File: src/rtl/spi_operand_loader.sv
// SPI slave front-end: receives an operand pair, presents it to the adder over
// valid/ready, and shifts the captured sum/carry back out during the next frame.
module spi_operand_loader #(
  parameter int N           = 8,
  parameter int SYNC_STAGES = 2
) (
  input  logic         clk,
  input  logic         rst_n,
  input  logic         spi_sclk,
  input  logic         spi_cs_n,
  input  logic         spi_mosi,
  output logic         spi_miso,
  output logic [N-1:0] op_a,
  output logic [N-1:0] op_b,
  output logic         op_valid,
  input  logic         op_ready,
  input  logic [N-1:0] res_sum,
  input  logic         res_cout,
  output logic         frame_err
);
  localparam int CW = $clog2(2*N+1);
  localparam logic [CW-1:0] FULL = CW'(2*N);

  typedef enum logic [1:0] {IDLE, RECV, HOLD} state_t;

  logic [SYNC_STAGES-1:0] sclk_sync_q, sclk_sync_d;
  logic [SYNC_STAGES-1:0] cs_sync_q, cs_sync_d;
  logic [SYNC_STAGES-1:0] mosi_sync_q, mosi_sync_d;
  logic                   sclk_hist_q, sclk_hist_d;
  logic                   cs_hist_q, cs_hist_d;

  state_t           state_q, state_d;
  logic [CW-1:0]    cnt_q, cnt_d;
  logic [2*N-1:0]   rx_sr_q, rx_sr_d;
  logic [N-1:0]     op_a_q, op_a_d, op_b_q, op_b_d;
  logic             op_valid_q, op_valid_d;
  logic [N-1:0]     res_sum_q, res_sum_d;
  logic             res_cout_q, res_cout_d;
  logic [N:0]       tx_sr_q, tx_sr_d;
  logic             miso_q, miso_d;
  logic             err_q, err_d;
  logic             rej_q, rej_d;

  logic sclk_s, cs_s, mosi_s;
  logic sclk_rise, sclk_fall, cs_rise, cs_fall, cs_act, hs;

  assign sclk_s    = sclk_sync_q[SYNC_STAGES-1];
  assign cs_s      = cs_sync_q[SYNC_STAGES-1];
  assign mosi_s    = mosi_sync_q[SYNC_STAGES-1];
  assign sclk_rise = sclk_s & ~sclk_hist_q;
  assign sclk_fall = ~sclk_s & sclk_hist_q;
  assign cs_fall   = ~cs_s & cs_hist_q;
  assign cs_rise   = cs_s & ~cs_hist_q;
  assign cs_act    = ~cs_s;
  assign hs        = op_valid_q & op_ready;

  always_comb begin
    sclk_sync_d = {sclk_sync_q[SYNC_STAGES-2:0], spi_sclk};
    cs_sync_d   = {cs_sync_q[SYNC_STAGES-2:0], spi_cs_n};
    mosi_sync_d = {mosi_sync_q[SYNC_STAGES-2:0], spi_mosi};
    sclk_hist_d = sclk_s;
    cs_hist_d   = cs_s;

    state_d    = state_q;
    cnt_d      = cnt_q;
    rx_sr_d    = rx_sr_q;
    op_a_d     = op_a_q;
    op_b_d     = op_b_q;
    op_valid_d = op_valid_q;
    res_sum_d  = res_sum_q;
    res_cout_d = res_cout_q;
    tx_sr_d    = tx_sr_q;
    err_d      = 1'b0;
    rej_d      = rej_q;
    miso_d     = cs_act ? tx_sr_q[N] : 1'b0;

    if (sclk_fall && cs_act) tx_sr_d = {tx_sr_q[N-1:0], 1'b0};

    // A frame started while the operands were still pending reports at its end.
    if (cs_rise) begin
      if (rej_q) err_d = 1'b1;
      rej_d = 1'b0;
    end

    unique case (state_q)
      IDLE: begin
        cnt_d = '0;
        // Reloading only while deselected keeps a mid-frame capture out of MISO.
        if (!cs_act || cs_fall) tx_sr_d = {res_cout_q, res_sum_q};
        if (cs_fall) state_d = RECV;
      end
      RECV: begin
        if (cs_rise) begin
          if (cnt_q != '0) err_d = 1'b1;
          state_d = IDLE;
        end else if (sclk_rise && cnt_q < FULL) begin
          rx_sr_d = {rx_sr_q[2*N-2:0], mosi_s};
          cnt_d   = cnt_q + CW'(1);
          if (cnt_q == FULL - CW'(1)) begin
            op_a_d     = rx_sr_d[2*N-1:N];
            op_b_d     = rx_sr_d[N-1:0];
            op_valid_d = 1'b1;
            state_d    = HOLD;
          end
        end
      end
      HOLD: begin
        if (hs) begin
          res_sum_d  = res_sum;
          res_cout_d = res_cout;
          op_valid_d = 1'b0;
          if (cs_fall) begin
            // New frame in the handshake cycle returns the previous result.
            state_d = RECV;
            cnt_d   = '0;
            tx_sr_d = {res_cout_q, res_sum_q};
          end else begin
            state_d = IDLE;
          end
        end else if (cs_fall) begin
          rej_d = 1'b1;
        end
      end
      default: state_d = IDLE;
    endcase
  end

  always_ff @(posedge clk or negedge rst_n) begin
    if (!rst_n) begin
      sclk_sync_q <= '0;
      cs_sync_q   <= '1;
      mosi_sync_q <= '0;
      sclk_hist_q <= 1'b0;
      cs_hist_q   <= 1'b1;
      state_q     <= IDLE;
      cnt_q       <= '0;
      rx_sr_q     <= '0;
      op_a_q      <= '0;
      op_b_q      <= '0;
      op_valid_q  <= 1'b0;
      res_sum_q   <= '0;
      res_cout_q  <= 1'b0;
      tx_sr_q     <= '0;
      miso_q      <= 1'b0;
      err_q       <= 1'b0;
      rej_q       <= 1'b0;
    end else begin
      sclk_sync_q <= sclk_sync_d;
      cs_sync_q   <= cs_sync_d;
      mosi_sync_q <= mosi_sync_d;
      sclk_hist_q <= sclk_hist_d;
      cs_hist_q   <= cs_hist_d;
      state_q     <= state_d;
      cnt_q       <= cnt_d;
      rx_sr_q     <= rx_sr_d;
      op_a_q      <= op_a_d;
      op_b_q      <= op_b_d;
      op_valid_q  <= op_valid_d;
      res_sum_q   <= res_sum_d;
      res_cout_q  <= res_cout_d;
      tx_sr_q     <= tx_sr_d;
      miso_q      <= miso_d;
      err_q       <= err_d;
      rej_q       <= rej_d;
    end
  end

  assign spi_miso  = miso_q;
  assign op_a      = op_a_q;
  assign op_b      = op_b_q;
  assign op_valid  = op_valid_q;
  assign frame_err = err_q;

endmodule

File: config.mk
export PLATFORM = sky130hd
export DESIGN_NAME = spi_operand_loader
export DESIGN_NICKNAME = d
export VERILOG_FILES = /design/src/rtl/spi_operand_loader.sv
export SDC_FILE = /design/constraint.sdc
export NUM_CORES = 1
export LEC_CHECK = 0
export ABC_CLOCK_PERIOD_IN_PS = 2220
export CORE_MARGIN = 2
export CORE_UTILIZATION = 54
export DETAILED_ROUTE_END_ITERATION = 10
export PLACE_DENSITY = 0.75
export SKIP_CTS_REPAIR_TIMING = 1
export SLEW_MARGIN = 40
export SYNTH_ARGS = -nofsm -noshare
export SYNTH_HDL_FRONTEND = slang
export SYNTH_SLANG_ARGS = --single-unit
File: constraint.sdc
create_clock -name clk -period 2.22 [get_ports clk]
set_clock_uncertainty 0.2 [all_clocks]
set_input_delay 0.444 -clock clk [delete_from_list [all_inputs] [get_ports clk]]
set_output_delay 0.444 -clock clk [all_outputs]
set_load 0.02 [all_outputs]
After elaboration in Yosys (flattened, before gate mapping)
Cells that the tools add are included.
{"block": "op_classes", "bitwise_logic": 10, "eq_ne": 11, "n_lt_le_gt_ge": 1, "n_addsub": 1, "reduce_logical": 13, "muxes": 32}
{"operator": "$mux 9", "count": 4}
{"operator": "$mux 5", "count": 4}
{"operator": "$pmux 9 s2", "count": 1}
{"operator": "$mux 1", "count": 15}
{"operator": "$pmux 5 s3", "count": 1}
{"operator": "$ne 2x2->1 const B", "count": 6}
{"operator": "$mux 2", "count": 5}
{"operator": "$reduce_and 5->1", "count": 2}
{"operator": "$reduce_and 4->1", "count": 2}
{"operator": "$ne 3x3->1 const B", "count": 2}
{"operator": "$pmux 2 s3", "count": 1}
{"operator": "$add 5x1->5 const B", "count": 1}
{"operator": "$and 1x1->1", "count": 5}
{"operator": "$eq 5x4->1 const B", "count": 1}
{"operator": "$lt 5x5->1 const B", "count": 1}
{"operator": "$not 1->1", "count": 5}
{"operator": "$reduce_bool 5->1", "count": 1}
{"operator": "$reduce_and 3->1", "count": 1}
{"operator": "$reduce_bool 3->1", "count": 1}
{"operator": "$eq 2x1->1 const B", "count": 1}
{"operator": "$eq 2x2->1 const B", "count": 1}
{"operator": "$logic_and 1x1->1", "count": 2}
{"operator": "$logic_not 2->1", "count": 1}
{"operator": "$pmux 1 s2", "count": 1}
{"operator": "3 further kinds", "count": 3}
{"block": "totals", "out_inout_bits": 19, "elab_cells": 85, "regBits": 68}

Logic depth before layout (Yosys ltp)
Gate-level depths: netlist (run 1).
{"block": "logic_depth", "ltp_word": 7, "depth_mapped": 6, "mapped_depth_nobuf": 6}

Worst setup path after synthesis (run 1)
Ideal clock, no wire load.
{"block": "synth_timing", "kind": "register -> register", "start": "reg cnt_q[0]", "end": "reg op_a_q[1] (netlist: op_a[1])", "t_arrival_ns": 1.679, "setup_ns": 0.125, "required_ns": 1.895, "path_buffers": 1, "path_slack_ns": 0.217, "path_stages_with_launch": 7, "cell_sequence": "dfrtp_1 ha_1 and3_1 ha_1 nand4_2 buf_2 mux2_2"}
{"block": "synth_via", "elab_chain_len": 3, "word_cells_on_any_way": 4, "cone_classes": "order compare (1); eq/ne (1); reduce/logical (2)"}
{"element": "from (decl)", "line": "33", "text": "logic [CW-1:0] cnt_q, cnt_d;"}
{"element": "from (signal assigned)", "line": "154", "text": "cnt_q <= cnt_d;"}
{"element": "$lt 5x5->1", "line": "96", "text": "end else if (sclk_rise && cnt_q < FULL) begin"}
{"element": "$logic_and 1x1->1", "line": "96"}
{"element": "$reduce_and 4->1 (no source line) (*)"}
{"element": "to (signal assigned)", "line": "156", "text": "op_a_q <= op_a_d;"}
{"element": "to (decl)", "line": "35", "text": "logic [N-1:0] op_a_q, op_a_d, op_b_q, op_b_d;"}
Every way passes the cells marked *; elsewhere a longest branch is shown, timed or not.
A chain may end at the register's enable or synchronous reset.

Worst setup path after layout (run 1)
{"block": "layout_timing", "start": "reg op_valid_q (netlist: op_valid)", "end": "out op_valid"}
{"element": "from (decl)", "line": "36", "text": "logic op_valid_q, op_valid_d;"}
{"element": "from (signal assigned)", "line": "158", "text": "op_valid_q <= op_valid_d;"}
{"element": "to (decl)", "line": "15", "text": "output logic op_valid,"}
No word-level cell between the ends.

==> results of run 1 <==
-- cells by family after synthesis --
kind of cell / after synthesis / share of synthesized area, %
flip-flops: 68 / 62.32
adder cells (fa/ha/maj): 3 / 1.372
AND/OR/NAND/NOR: 30 / 7.134
AO/OA/AOI/OAI: 16 / 4.024
buffers and inverters: 11 / 1.692
multiplexers: 57 / 23.46
-- final timing paths --
check,start,end,slack [ps],depth (start not counted)
worst max-delay path,op_valid,op_valid,130,1
max in group asynchronous,rst_n,cs_sync_q[0],990,3
worst min register to register,sclk_sync_q[0],sclk_sync_q[1],150,0
worst max register to register,cnt_q[1],op_a[2],190,5
min in group asynchronous,rst_n,spi_miso,220,2
worst min-delay path,sclk_sync_q[0],sclk_sync_q[1],150,0
-- report_power, final --
part / internal (uW) / total [uW] / switching [uW]
Clock: 527 / 947 / 419
Combinational: 108 / 201 / 92.8
Sequential: 1310 / 1360 / 54.8
Total: 1940 / 2510 / 567
-- final cells by class --
cell class / instances / area (um2) / area share, %
well taps: 67 / 83.83 / 2.461
flip-flops and latches: 68 / 1705 / 50.06
repair buffers: 44 / 410.4 / 12.05
inverters: 6 / 22.52 / 0.6610
clock buffers: 15 / 186.4 / 5.472
multi-input cells: 106 / 993.5 / 29.16
clock inverters: 1 / 5.005 / 0.1469
-- cell usage after synthesis --
cell / number / area, um2
mux2_2: 56 / 630.6
nand4_1: 1 / 6.260
nand4_2: 1 / 12.51
o21ai_0: 1 / 5.000
mux2_1: 1 / 11.26
a211o_1: 2 / 17.52
nand2b_1: 3 / 18.77
nor2_1: 2 / 7.510
nor4_1: 1 / 6.260
or4_1: 1 / 7.510
or4b_2: 1 / 10.01
nand3b_1: 1 / 7.510
nand4b_1: 1 / 8.760
o211ai_1: 1 / 7.510
dfstp_2: 3 / 78.83
nand2_1: 6 / 22.52
inv_1: 6 / 22.52
or3b_1: 1 / 8.760
a21boi_0: 1 / 7.510
a31oi_1: 1 / 6.260
a21oi_1: 3 / 15.01
nor3b_2: 2 / 25.02
nand3_1: 2 / 10.01
nor2b_1: 5 / 31.28
and3_1: 1 / 6.260
dfrtp_1: 65 / 1627
buf_2: 4 / 20.02
or3_1: 1 / 6.260
clkbuf_1: 1 / 3.750
ha_1: 3 / 37.54
o22ai_1: 3 / 18.77
a2111oi_1: 1 / 10.01
o31ai_1: 3 / 22.52
-- state kept, by name, indices dropped and copies added, names as in the netlist, 2 cells and up --
signal       count
rx_sr_q         15
tx_sr_q          9
op_a             8
op_b             8
res_sum_q        8
cnt_q            5
cs_sync_q        2
mosi_sync_q      2
sclk_sync_q      2
state_q          2
-- through the flow --
| step | utilization [%] | cells |
|---|---|---|
| final | 70.73 | 307 |
| after global routing | 70.73 | 307 |
| after CTS | 70.34 | 306 |
| after detailed placement | 66.36 | 290 |
| after global placement | 66.36 | 290 |
| after floorplan | - | 185 |
-- layout by cell type (no fill, tap or decap), drive strengths merged, types with 2 or more instances in the layout --
| master | n |
|---|---|
| a21oi | 3 |
| nand4 | 2 |
| nor2b | 5 |
| inv | 6 |
| nand3 | 2 |
| nand2 | 6 |
| nor3b | 2 |
| o31ai | 3 |
| o22ai | 3 |
| mux2 | 57 |
| dfstp | 3 |
| clkbuf | 15 |
| ha | 3 |
| dfrtp | 65 |
| a211o | 2 |
| nor2 | 2 |
| nand2b | 3 |
| clkdlybuf4s50 | 32 |
| buf | 11 |
-- metal layers --
layer	routed length (um)	part of all wire [%]	up-vias	GRT usage (%)
li1	-	-	764	-
met1	2227	43	869	26.42
met2	2608	51	55	32.26
met3	233	4.5	9	6.292
met4	75	1.5	0	10.53
met5	0	0	-	0
==> results_dict.tcl, run 1 <==
set metrics [dict create \
    core-area_um2 4817 \
    status "finished, final reports clean" \
    wl_per_cell_um 16.76 \
    syn_nets 203 \
    slowest_delay_ps 650 \
    final-setup-viol-count 0 \
    grt_max_degree 35 \
    criticalPathCategory "reg -> out" \
    final_layout_size_suffix_gt1_share_pct 36.67 \
    die-area_um2 5653 \
    drc_errors 0 \
    h-tree-depth 3 \
    gp_congestion 0.8547 \
    hold_viol 0 \
    whs_ps 153.6 \
    slew_headroom_pct 72.46 \
    die_w_um 75.19 \
    fin_ws_ps 128.8 \
    num_rows 25 \
    worstPathCellList "clkdlybuf4s50_1" \
    crit_required_ps 1580 \
    power_density_nw_per_um2 737.0 \
    crit_buf_inv 1 \
    worstMarginPinSlew_ps 412.3 \
    synth_seq_cells 68 \
    postRouteAntennaNets 0 \
    period_share_pct 94.20 \
    grt_pass1_vias 1759 \
    syn_to_final_growth_pct 24.51 \
    fin_nets 253 \
    avgSynthCellArea_um2 14.79 \
    firstDrtPassIters 4 \
    antenna_cells 0 \
    synthesis.area_um2 2736 \
    hpwl_um 3417 \
    postSynthCellCount 185 \
    num_vias 1697 \
    path_clk_slew_ps 70 \
    wirelength_um 5145 \
    vias_per_cell 5.528 \
    place_ws_ps -6.835 \
    fillers 349 \
    grt_pass1_wl_um 8452 \
    synth_cell_types 33 \
    period_minus_slack_ps 2091 \
    clk_latency_ps 330 \
    ir_worst_vdd_mv 0.4708 \
    critPathMaxFanout 6 \
    cts-buffers-inserted 9 \
    critPathArrivalTime_ps 1450 \
    cts_tree "yes" \
    synth_warnings 0 \
    tns_ps 0 \
    root_buffer "clkbuf_8" \
    cts.sinks 68 \
    p_leak_uw 0.001648 \
    drv_slew 0 \
    pin_count 34 \
    port-buffer-count 33 \
    cp_slowest_cell "clkdlybuf4s50_1" \
    initial_core_util_pct 56.81 \
    max_freq_mhz 478.2 \
    crit_path_end_kind "output pin" \
    crit_family "buffers and inverters" \
    cts_buffer_depth 2 \
    rsz0062_at_grt "no" \
    maxCapViolations 0 \
    dpl_cell_area_um2 3197 \
    worst_hold_path_type "reg -> reg" \
    startpoint_type "register" \
    total_power_uw 2511 \
    track_usage_pct 20.70 \
    antenna_found_initial 0 \
    grt-ovfl-total 0 \
    die_h_um 75.19 \
    fin_area_um2 3407 \
    seq_area_frac_synth_pct 62.32 \
    first_iter_violations 80 \
]
(Power assumes the default switching activity.)
==> run 2: changes to the inputs <==
ABC_CLOCK_PERIOD_IN_PS = 2250   (was 2220)
PLACE_DENSITY = 0.78   (was 0.75)
clock period = 2.25 ns   (was 2.22 ns; I/O delays follow)
==> run 2 against run 1 <==
- clock power fell by 9.5%
- sequential power barely moved
- via count fell by 4.8%
- utilization fell by 1.0 points
- cell area fell by 1.4%
- power fell by 5.1%
- largest power group unchanged
- die area did not move
- sequential cell count did not move
- largest cell class unchanged
- hold slack got worse by 5.3 ps
- sequential share of layout area rose by 0.73 points
- clock-buffer cell count fell by 2
==> results_dict.tcl, run 2 (same netlist as run 1, synthesis figures left out) <==
set metrics [dict create \
    worst_hold_path_type "reg -> reg" \
    slew_headroom_pct 71.89 \
    antenna_cells 0 \
    crit_path_end_kind "output pin" \
    pin_count 34 \
    cp_slowest_cell "clkdlybuf4s50_1" \
    top_regs "rx_sr_q x15, tx_sr_q x9" \
    crit_buf_inv 1 \
    cts.sinks 68 \
    mostFrequentLayoutCells "dfrtp_1 (65), mux2_2 (56), clkdlybuf4s50_1 (32)" \
    cts_buffer_depth 2 \
    critPathArrivalTime_ps 1420 \
    h-tree-depth 3 \
    ir_worst_vdd_mv 0.4451 \
    critPathMaxFanout 6 \
    clk_latency_ps 320 \
    m1WireLength_um 1999 \
    rsz0062_at_grt "no" \
    core-area_um2 4817 \
    root_buffer "clkbuf_8" \
    mostFrequentLayoutCell "dfrtp_1" \
    syn_to_final_growth_pct 22.73 \
    postLayoutCoreUtil_pct 69.71 \
    gp_congestion 0.8365 \
    largest_reg_flops 15 \
    path_clk_slew_ps 60 \
    grt-ovfl-total 0 \
    worstMarginPinSlew_ps 420.8 \
    crit_family "buffers and inverters" \
    antenna_found_initial 0 \
    placed_cells 286 \
    slowest_delay_ps 650 \
    final-setup-viol-count 0 \
    fin_area_um2 3358 \
    total_power_uw 2383 \
    p_leak_uw 0.001623 \
    drc_errors 0 \
    worstPathCellList "clkdlybuf4s50_1" \
    first_iter_violations 124 \
    max_freq_mhz 482.8 \
    track_usage_pct 19.22 \
    hold_viol 0 \
    power_density_nw_per_um2 709.7 \
    criticalPathCategory "reg -> out" \
    maxCapViolations 0 \
    dr_wl_met2_um 2280 \
    final_layout_size_suffix_gt1_share_pct 35.32 \
    die-area_um2 5653 \
    grt_max_degree 69 \
    initial_core_util_pct 56.81 \
    dpl_cell_area_um2 3179 \
    grt_pass1_wl_um 8024 \
    period_share_pct 92.06 \
    wl_met3_um 171 \
    num_vias 1615 \
    drv_slew 0 \
    wl_per_cell_um 15.03 \
    startpoint_type "register" \
    port-buffer-count 33 \
    tns_ps 0 \
    status "finished, final reports clean" \
    num_rows 25 \
    cts_tree "yes" \
    cts-buffers-inserted 9 \
    crit_required_ps 1600 \
    worstReg2RegStart "cnt_q[0]" \
    highest_layer "met4" \
    startpoint "op_valid" \
    hp-start "mosi_sync_q[0]" \
    final_cells 302 \
    firstDrtPassIters 4 \
    die_h_um 75.19 \
    wirelength_um 4538 \
    top_register "rx_sr_q" \
    fillers 360 \
    postRouteAntennaNets 0 \
    die_w_um 75.19 \
    grt_pass1_vias 1731 \
    vias_per_cell 5.348 \
    fin_nets 249 \
    hpwl_um 3114 \
    period_minus_slack_ps 2071 \
]
run 2: power by group:
part | switching, uW | internal (uW)
Clock | 405 | 452
Combinational | 83.7 | 101
Sequential | 51.6 | 1290
Total | 540 | 1840
run 2: path summary, 6_finish.rpt:
kind / slack [ps] / cells after the start / to
min: 150 / 0 / mosi_sync_q[1]
max: 180 / 1 / op_valid
max reg2reg: 210 / 6 / op_a[6]
min reg2reg: 150 / 0 / mosi_sync_q[1]
min in group asynchronous: 460 / 3 / spi_miso
max in group asynchronous: 1050 / 3 / cs_sync_q[0]
run 2: worst register-to-register path, cell delays in order (launching register included):
cell	delay, ps
dfrtp_1	450
ha_1	260
and3_1	160
ha_1	210
nand4_2	80
buf_4	220
mux2_2	350
run 2: cell type report:
type	instances	area, um2	area share (%)
clock inverter	2	10.01	0.2981
clock buffer	13	158.9	4.732
multi-input combinational	106	984.7	29.32
inverter	6	22.52	0.6706
tap	67	83.83	2.496
timing repair buffer	40	392.9	11.70
sequential	68	1705	50.78
run 2: per-stage QoR:
stage | setup WS [ps] | hold WS [ps]
after global placement | 119.2 | 134.6
after floorplan | 246.6 | -45.59
after global routing | 117.2 | 155.0
after detailed placement | 78.19 | 134.7
final | 178.6 | 148.3
after CTS | 157.7 | -63.21
run 2: metal layers:
| metal | vias up | global-route usage [%] |
|---|---|---|
| li1 | 753 | - |
| met1 | 825 | 25.11 |
| met2 | 28 | 30.12 |
| met3 | 9 | 5.756 |
| met4 | 0 | 8.187 |
| met5 | - | 0 |
==> run 3: changes to the inputs <==
GPL_TIMING_DRIVEN = 0   (was not set)
==> run 3 against run 2 <==
- power up 3.1%
- clock power increased by 7.1%
- critical path depth is 4 higher
- sequential power barely moved
- die area is the same
- clock-buffer cell count grew 1
- wire length up 5.4%
- cell area is 0.48% higher
- global-route usage grew 0.20 points
- combinational power rose by 4%
- critical path type is now reg -> reg
- critical endpoint is now op_a[2]
==> results_dict.tcl, run 3 (same netlist as run 1, synthesis figures left out) <==
set metrics [dict create \
    status "finished, final reports clean" \
    intPower_uw 1906 \
    syn_to_final_growth_pct 23.32 \
    top_register "rx_sr_q" \
    fillers 336 \
    hold_viol 0 \
    r2r_end "op_a[2]" \
    wl_per_cell_um 15.88 \
    firstDrtPassIters 5 \
    root_buffer "clkbuf_8" \
    top_regs "rx_sr_q x15, tx_sr_q x9" \
    holdPathStages 0 \
    cts_buffer_depth 2 \
    fin_area_um2 3374 \
    criticalPathCategory "reg -> reg" \
    crit_required_ps 2260 \
    hpwl_um 3347 \
    grt-ovfl-total 0 \
    die-area_um2 5653 \
    maxCapViolations 0 \
    final-setup-viol-count 0 \
    drc_errors 0 \
    antenna_cells 0 \
    antenna_found_initial 0 \
    cts_tree "yes" \
    placed_cells 286 \
    p_leak_uw 0.001622 \
    num_rows 25 \
    track_usage_pct 19.42 \
    gp_congestion 0.8246 \
    final_layout_size_suffix_gt1_share_pct 35.47 \
    die_w_um 75.19 \
    worst_hold_path_type "reg -> reg" \
    total_power_uw 2456 \
    max_freq_mhz 478.5 \
    fin_nets 248 \
    worstMarginPinSlew_ps 707.7 \
    final_cells 301 \
    worstReg2RegStart "cnt_q[0]" \
    ir_worst_vdd_mv 0.5197 \
    cts.sinks 68 \
    cts-buffers-inserted 9 \
    power_density_nw_per_um2 727.9 \
    p_sw_uw 549.9 \
    cp_slowest_cell "dfrtp_1" \
    swShare_pct 22.39 \
    worstPathCellList "ha_1, and3_1, ha_1, nand4_4, mux2_1" \
    postRouteAntennaNets 0 \
    slowest_delay_ps 450 \
    period_minus_slack_ps 2090 \
    crit_top_cell "ha_1" \
    critPathArrivalTime_ps 2100 \
    drv_slew 0 \
    grt_max_degree 38 \
    regToRegSetupSlack_ps 160 \
    r2r_cells 5 \
    die_h_um 75.19 \
    h-tree-depth 3 \
    dpl_cell_area_um2 3168 \
    mostFrequentLayoutCells "dfrtp_1 (65), mux2_2 (56), clkdlybuf4s50_1 (32)" \
    pin_count 34 \
    slew_headroom_pct 52.61 \
    clk_latency_ps 330 \
    vias_per_cell 5.332 \
    largest_reg_flops 15 \
    num_vias 1605 \
    whs_ps 148.6 \
    critPathMaxFanout 18 \
    pwr-share-comb_pct 7.8 \
    grt_pass1_wl_um 8024 \
    path_clk_slew_ps 70 \
    crit_path_end_kind "register" \
    port-buffer-count 33 \
    first_iter_violations 85 \
    startpoint "cnt_q[0]" \
    clock_power_share_pct 37.4 \
    crit_path_end "op_a[2]" \
    tns_ps 0 \
    wirelength_um 4781 \
    initial_core_util_pct 56.81 \
    pwr-share-seq_pct 54.8 \
    startpoint_type "register" \
    rsz0062_at_grt "no" \
    period_share_pct 92.89 \
    core-area_um2 4817 \
    grt_pass1_vias 1726 \
    mostFrequentLayoutCell "dfrtp_1" \
]
==> run 3: how the worst min path moves through the flow <==
| stage | start | endpoint |
|---|---|---|
| 2_1_floorplan | rst_n | cnt_q[0] |
| 3_3_place_gp | mosi_sync_q[0] | mosi_sync_q[1] |
| 3_5_place_dp | mosi_sync_q[0] | mosi_sync_q[1] |
| 4_1_cts | rst_n | cnt_q[3] |
| 5_1_grt | sclk_sync_q[0] | sclk_sync_q[1] |
| 6_report | mosi_sync_q[0] | mosi_sync_q[1] |
==> run 3: final cells by class <==
class                           instances  area [um2]  area share (%)
Inverter                                6       22.52          0.6674
Tap cell                               67       83.83           2.484
Clock buffer                           14       182.7           5.413
Buffer                                  4       18.77          0.5562
Timing Repair Buffer                   35       357.8           10.60
Clock inverter                          1       5.005          0.1483
Multi-Input combinational cell        106       998.5           29.59
Sequential cell                        68        1705           50.54
==> run 3: worst max-delay path: cells and delay by family, from the launching register on <==
kind                       cells  cell delay [ps]
muxes                          1              430
DFF                            1              450
and+or+nand+nor                2              480
adders and majority gates      2              420
==> run 3: metrics by stage <==
step | util (%) | setup WS [ps]
floorplan | - | 246.6
global placement | 65.40 | -1479
detailed placement | 65.77 | -31.63
CTS | 69.66 | -38.27
global route | 70.05 | 13.57
finish | 70.05 | 160.0
==> run 3: power groups by stage <==
stage	Clock, uW	Sequential, uW	Combinational (uW)
final	918	1350	192
after global routing	988	1350	212
after CTS	950	1340	191
after detailed placement	0	1370	189
after global placement	0	1360	175
after floorplan	0	1350	114
==> run 3: per-layer routing <==
metal | track usage [%] | share of wire [%] | vias to the layer above
met5 | 0 | 0 | -
met4 | 11.11 | 2.2 | 0
met3 | 4.150 | 3.3 | 12
met2 | 31.09 | 50 | 28
met1 | 24.62 | 44 | 801
li1 | - | - | 764
==> edit 1 (flow settings as in run 2) <==
Set the parameter `SYNC_STAGES` to 4 (it was 2).
--- a/src/rtl/spi_operand_loader.sv
+++ b/src/rtl/spi_operand_loader.sv
@@ -2,7 +2,7 @@
 // valid/ready, and shifts the captured sum/carry back out during the next frame.
 module spi_operand_loader #(
   parameter int N           = 8,
-  parameter int SYNC_STAGES = 2
+  parameter int SYNC_STAGES = 4
 ) (
   input  logic         clk,
   input  logic         rst_n,
Formal check against the unedited RTL: not equivalent (a bounded check fails within 10 cycles, from zero or initial values and one cycle with rst_n low).
==> edit 1 against run 2 <==
Cell area increased by 5.8%. Worst setup slack improved by 20 ps. Wire length about the same. Critical endpoint unchanged. Sequential cell count increased by 6. Sequential share of layout area increased by 1.5 points. First-iteration DRC count decreased by 57%. Total power increased by 13%. Clock power increased by 21%. Die area increased by 7.3%. Combinational power increased by 8%. Via count increased by 3.2%. Utilization decreased by 1.0 points. Highest routed layer unchanged. Synthesized area increased by 7.7%. Non-clock buffer count decreased by 2.
==> edit 1: results (changes against run 2) <==
[outcome]
status=finished, final reports clean  ; unchanged

[pwr]
ir_drop_mv=0.450  ; was 0.445 mV
combPwrFrac=0.073  ; was 0.077
p_clk_frac=0.387  ; was 0.359

[placed_design]
place_area_mm2=0.00333  ; was 0.00318 mm2
hpwl_um=3020  ; was 3110 um
placedCellCount=297  ; was 286

[synth]
yosys-mux-area-fraction=0.190  ; was 0.235
synth-seq-area-share=0.630  ; was 0.623
syn-num-nets=215  ; was 203
synth_compound_area_frac=0.0475  ; was 0.0402
ys_types=43  ; was 33
synth_area_leaders=dfrtp_1 59%, mux2_2 12%, dfstp_2 4.5%, mux2_4 4.1%, mux2i_1 2.7%  ; was dfrtp_1 59%, mux2_2 23%, dfstp_2 2.9%, ha_1 1.4%, nor2b_1 1.1%
synthXorXnorAreaFrac=0.00297  ; was 0

[final_layout]
num-nets-final=257  ; was 249

[min_path]
hold_start=mosi_sync_q[1]  ; was mosi_sync_q[0]

[routing]
drt-initial-drc-count=53  ; was 124
wl_per_cell_um=14.5  ; was 15.0 um
viasPerCell=5.31  ; was 5.35
drt_wl_total_um=4540  ; about the same
wl_met1_um=2170  ; was 2000 um

[global_routing]
use_met3=0.0488  ; was 0.0576
grt_util_all_layers=0.166  ; was 0.192
grtUsageMet1=0.213  ; was 0.251
grt_max_degree=39  ; was 69

[worst_setup_path]
worstPathArrival_ps=1400  ; was 1420 ps
rr_startpoint=cs_hist_q  ; was cnt_q[0]

[edit 1: changes by cell type after synthesis, moves of 3 or more]
cell | run 2 | this run
buf_2 | 4 | 1
mux2_4 | 0 | 8
nand2_1 | 6 | 15
dfrtp_1 | 65 | 69
mux2_2 | 56 | 32
o21ai_0 | 1 | 10
nor2b_1 | 5 | 2
mux2i_1 | 0 | 8
[edit 1: path summary, 6_finish.rpt]
path                                  end  slack, ps  depth (start not counted)
setup / recovery                 op_valid        200                          1
hold / removal             mosi_sync_q[2]        140                          0
setup reg to reg              rx_sr_q[12]        230                          4
hold reg to reg            mosi_sync_q[2]        140                          0
max in group asynchronous    cs_sync_q[2]        800                          3
min in group asynchronous      state_q[1]        430                          2
[edit 1: final cells by class]
cell class	instances	area (um2)
clock buffers	14	173
clock inverters	2	35.0
fillers	356	1620
inverters	4	15.0
multi-input cells	112	1000
flip-flops and latches	74	1860
well taps	70	87.6
repair buffers	38	380
==> edit 2 (config.mk and constraints of run 2) <==
Without the edit above. Encoding of `state_t`: now one-hot (3 bits for 3 states).
--- a/src/rtl/spi_operand_loader.sv
+++ b/src/rtl/spi_operand_loader.sv
@@ -21,7 +21,7 @@
   localparam int CW = $clog2(2*N+1);
   localparam logic [CW-1:0] FULL = CW'(2*N);
 
-  typedef enum logic [1:0] {IDLE, RECV, HOLD} state_t;
+  typedef enum logic [2:0] {IDLE = 3'b001, RECV = 3'b010, HOLD = 3'b100} state_t;
 
   logic [SYNC_STAGES-1:0] sclk_sync_q, sclk_sync_d;
   logic [SYNC_STAGES-1:0] cs_sync_q, cs_sync_d;
Check against the original RTL: same outputs for any inputs over 10 cycles, from zero or initial values and one cycle with rst_n low; not proved beyond that.
==> edit 2 against run 2 <==
Total power grew 18%. Synthesized area grew 4.4%. Sequential power shrank 4%. Non-clock buffer count is the same. Cell area grew 6.9%. Combinational power shrank 5%. Wire length grew 6.5%. Worst setup slack lost 11 ps. Clock power grew 56%. Sequential cell count grew 1. Largest cell class unchanged. Largest power group is now the clock network.
==> edit 2: results (changes against run 2) <==
[routing]
drt_wl_total_um=4830  ; was 4540 um
drt-initial-drc-count=120  ; was 124
viasPerCell=5.33  ; was 5.35
wl_met1_um=2110  ; was 2000 um
wl_met2_um=2480  ; was 2280 um

[worst_setup_path]
critical-path-top-delay-family=simple AND/OR/NAND/NOR gates  ; was buffers and inverters
slowest_stage=dfstp_2  ; was clkdlybuf4s50_1
rr_startpoint=state_q[0]  ; was cnt_q[0]
worstSetupPathType=flop to flop  ; was flop to primary output
worstPathArrival_ps=2110  ; was 1420 ps
reg2reg_depth=5  ; was 6
critPathMaxStageDelay_ps=590  ; was 650 ps

[final_layout]
postLayoutCoreUtil=0.703  ; was 0.697
seqCellArea_mm2=0.00173  ; was 0.00171 mm2
n_fill_cell=367  ; was 360
multi_input_area_share=0.296  ; was 0.293
drive_above_1_share=0.311  ; was 0.353
final-clk-cell-share=0.0757  ; was 0.0503
num-nets-final=270  ; was 249

[pwr]
ir_drop_mv=0.466  ; was 0.445 mV
combPwrFrac=0.062  ; was 0.077

[cts]
clk_latency_ps=340  ; was 320 ps

[timing]
hold_ws_ps=152  ; was 148 ps
relSlewSlack=0.634  ; was 0.719

[placed_design]
place_ws_ps=181  ; was 78.2 ps
gp_congestion=0.824  ; was 0.837
placedCellCount=310  ; was 286
hpwl_um=3240  ; was 3110 um

[synth]
ys_types=41  ; was 33
syn_area_per_cell_um2=13.8  ; was 14.8 um2
synth_top_cells_by_count=65 x dfrtp_1, 40 x mux2_2, 17 x nand2_1, 10 x o21ai_0, 8 x mux2i_1  ; was 65 x dfrtp_1, 56 x mux2_2, 6 x inv_1, 6 x nand2_1, 5 x nor2b_1
synth-seq-cells=69  ; was 68
synth_area_leaders=dfrtp_1 57%, mux2_2 16%, dfstp_2 3.7%, mux2i_1 2.8%, nand2_1 2.2%  ; was dfrtp_1 59%, mux2_2 23%, dfstp_2 2.9%, ha_1 1.4%, nor2b_1 1.1%
synth-seq-area-share=0.606  ; was 0.623

[outcome]
status=finished, final reports clean  ; unchanged

[global_routing]
grt_pass1_wl_um=8570  ; was 8020 um
grt_pass1_vias=1824  ; was 1,731
grt_util_all_layers=0.190  ; was 0.192

[edit 2: changes by cell type in the layout (fill, tap and decap cells not counted), moves of 4 or more]
| cell | before | now |
|---|---|---|
| nand2_1 | 6 | 17 |
| mux2i_1 | 0 | 8 |
| o21ai_0 | 1 | 10 |
| bufinv_16 | 0 | 4 |
| mux2_2 | 56 | 40 |
[edit 2: routing by layer]
metal,vias to the layer above,GRT usage
met5,-,0
met3,10,0.0388
met2,28,0.305
met1,877,0.236
met4,0,0.120
li1,829,-
[edit 2: cells by family (layout without fill, tap and decap cells)]
group | count (synthesis) | after routing | share of synthesized area
buffers and inverters | 11 | 61 | 0.0223
adders and majority gates | 3 | 3 | 0.0131
and+or+nand+nor | 49 | 49 | 0.102
muxes | 48 | 48 | 0.186
AOI/OAI and AO/OA | 26 | 26 | 0.0675
xor gates and xnor gates | 1 | 1 | 0.00307
DFF | 69 | 69 | 0.606
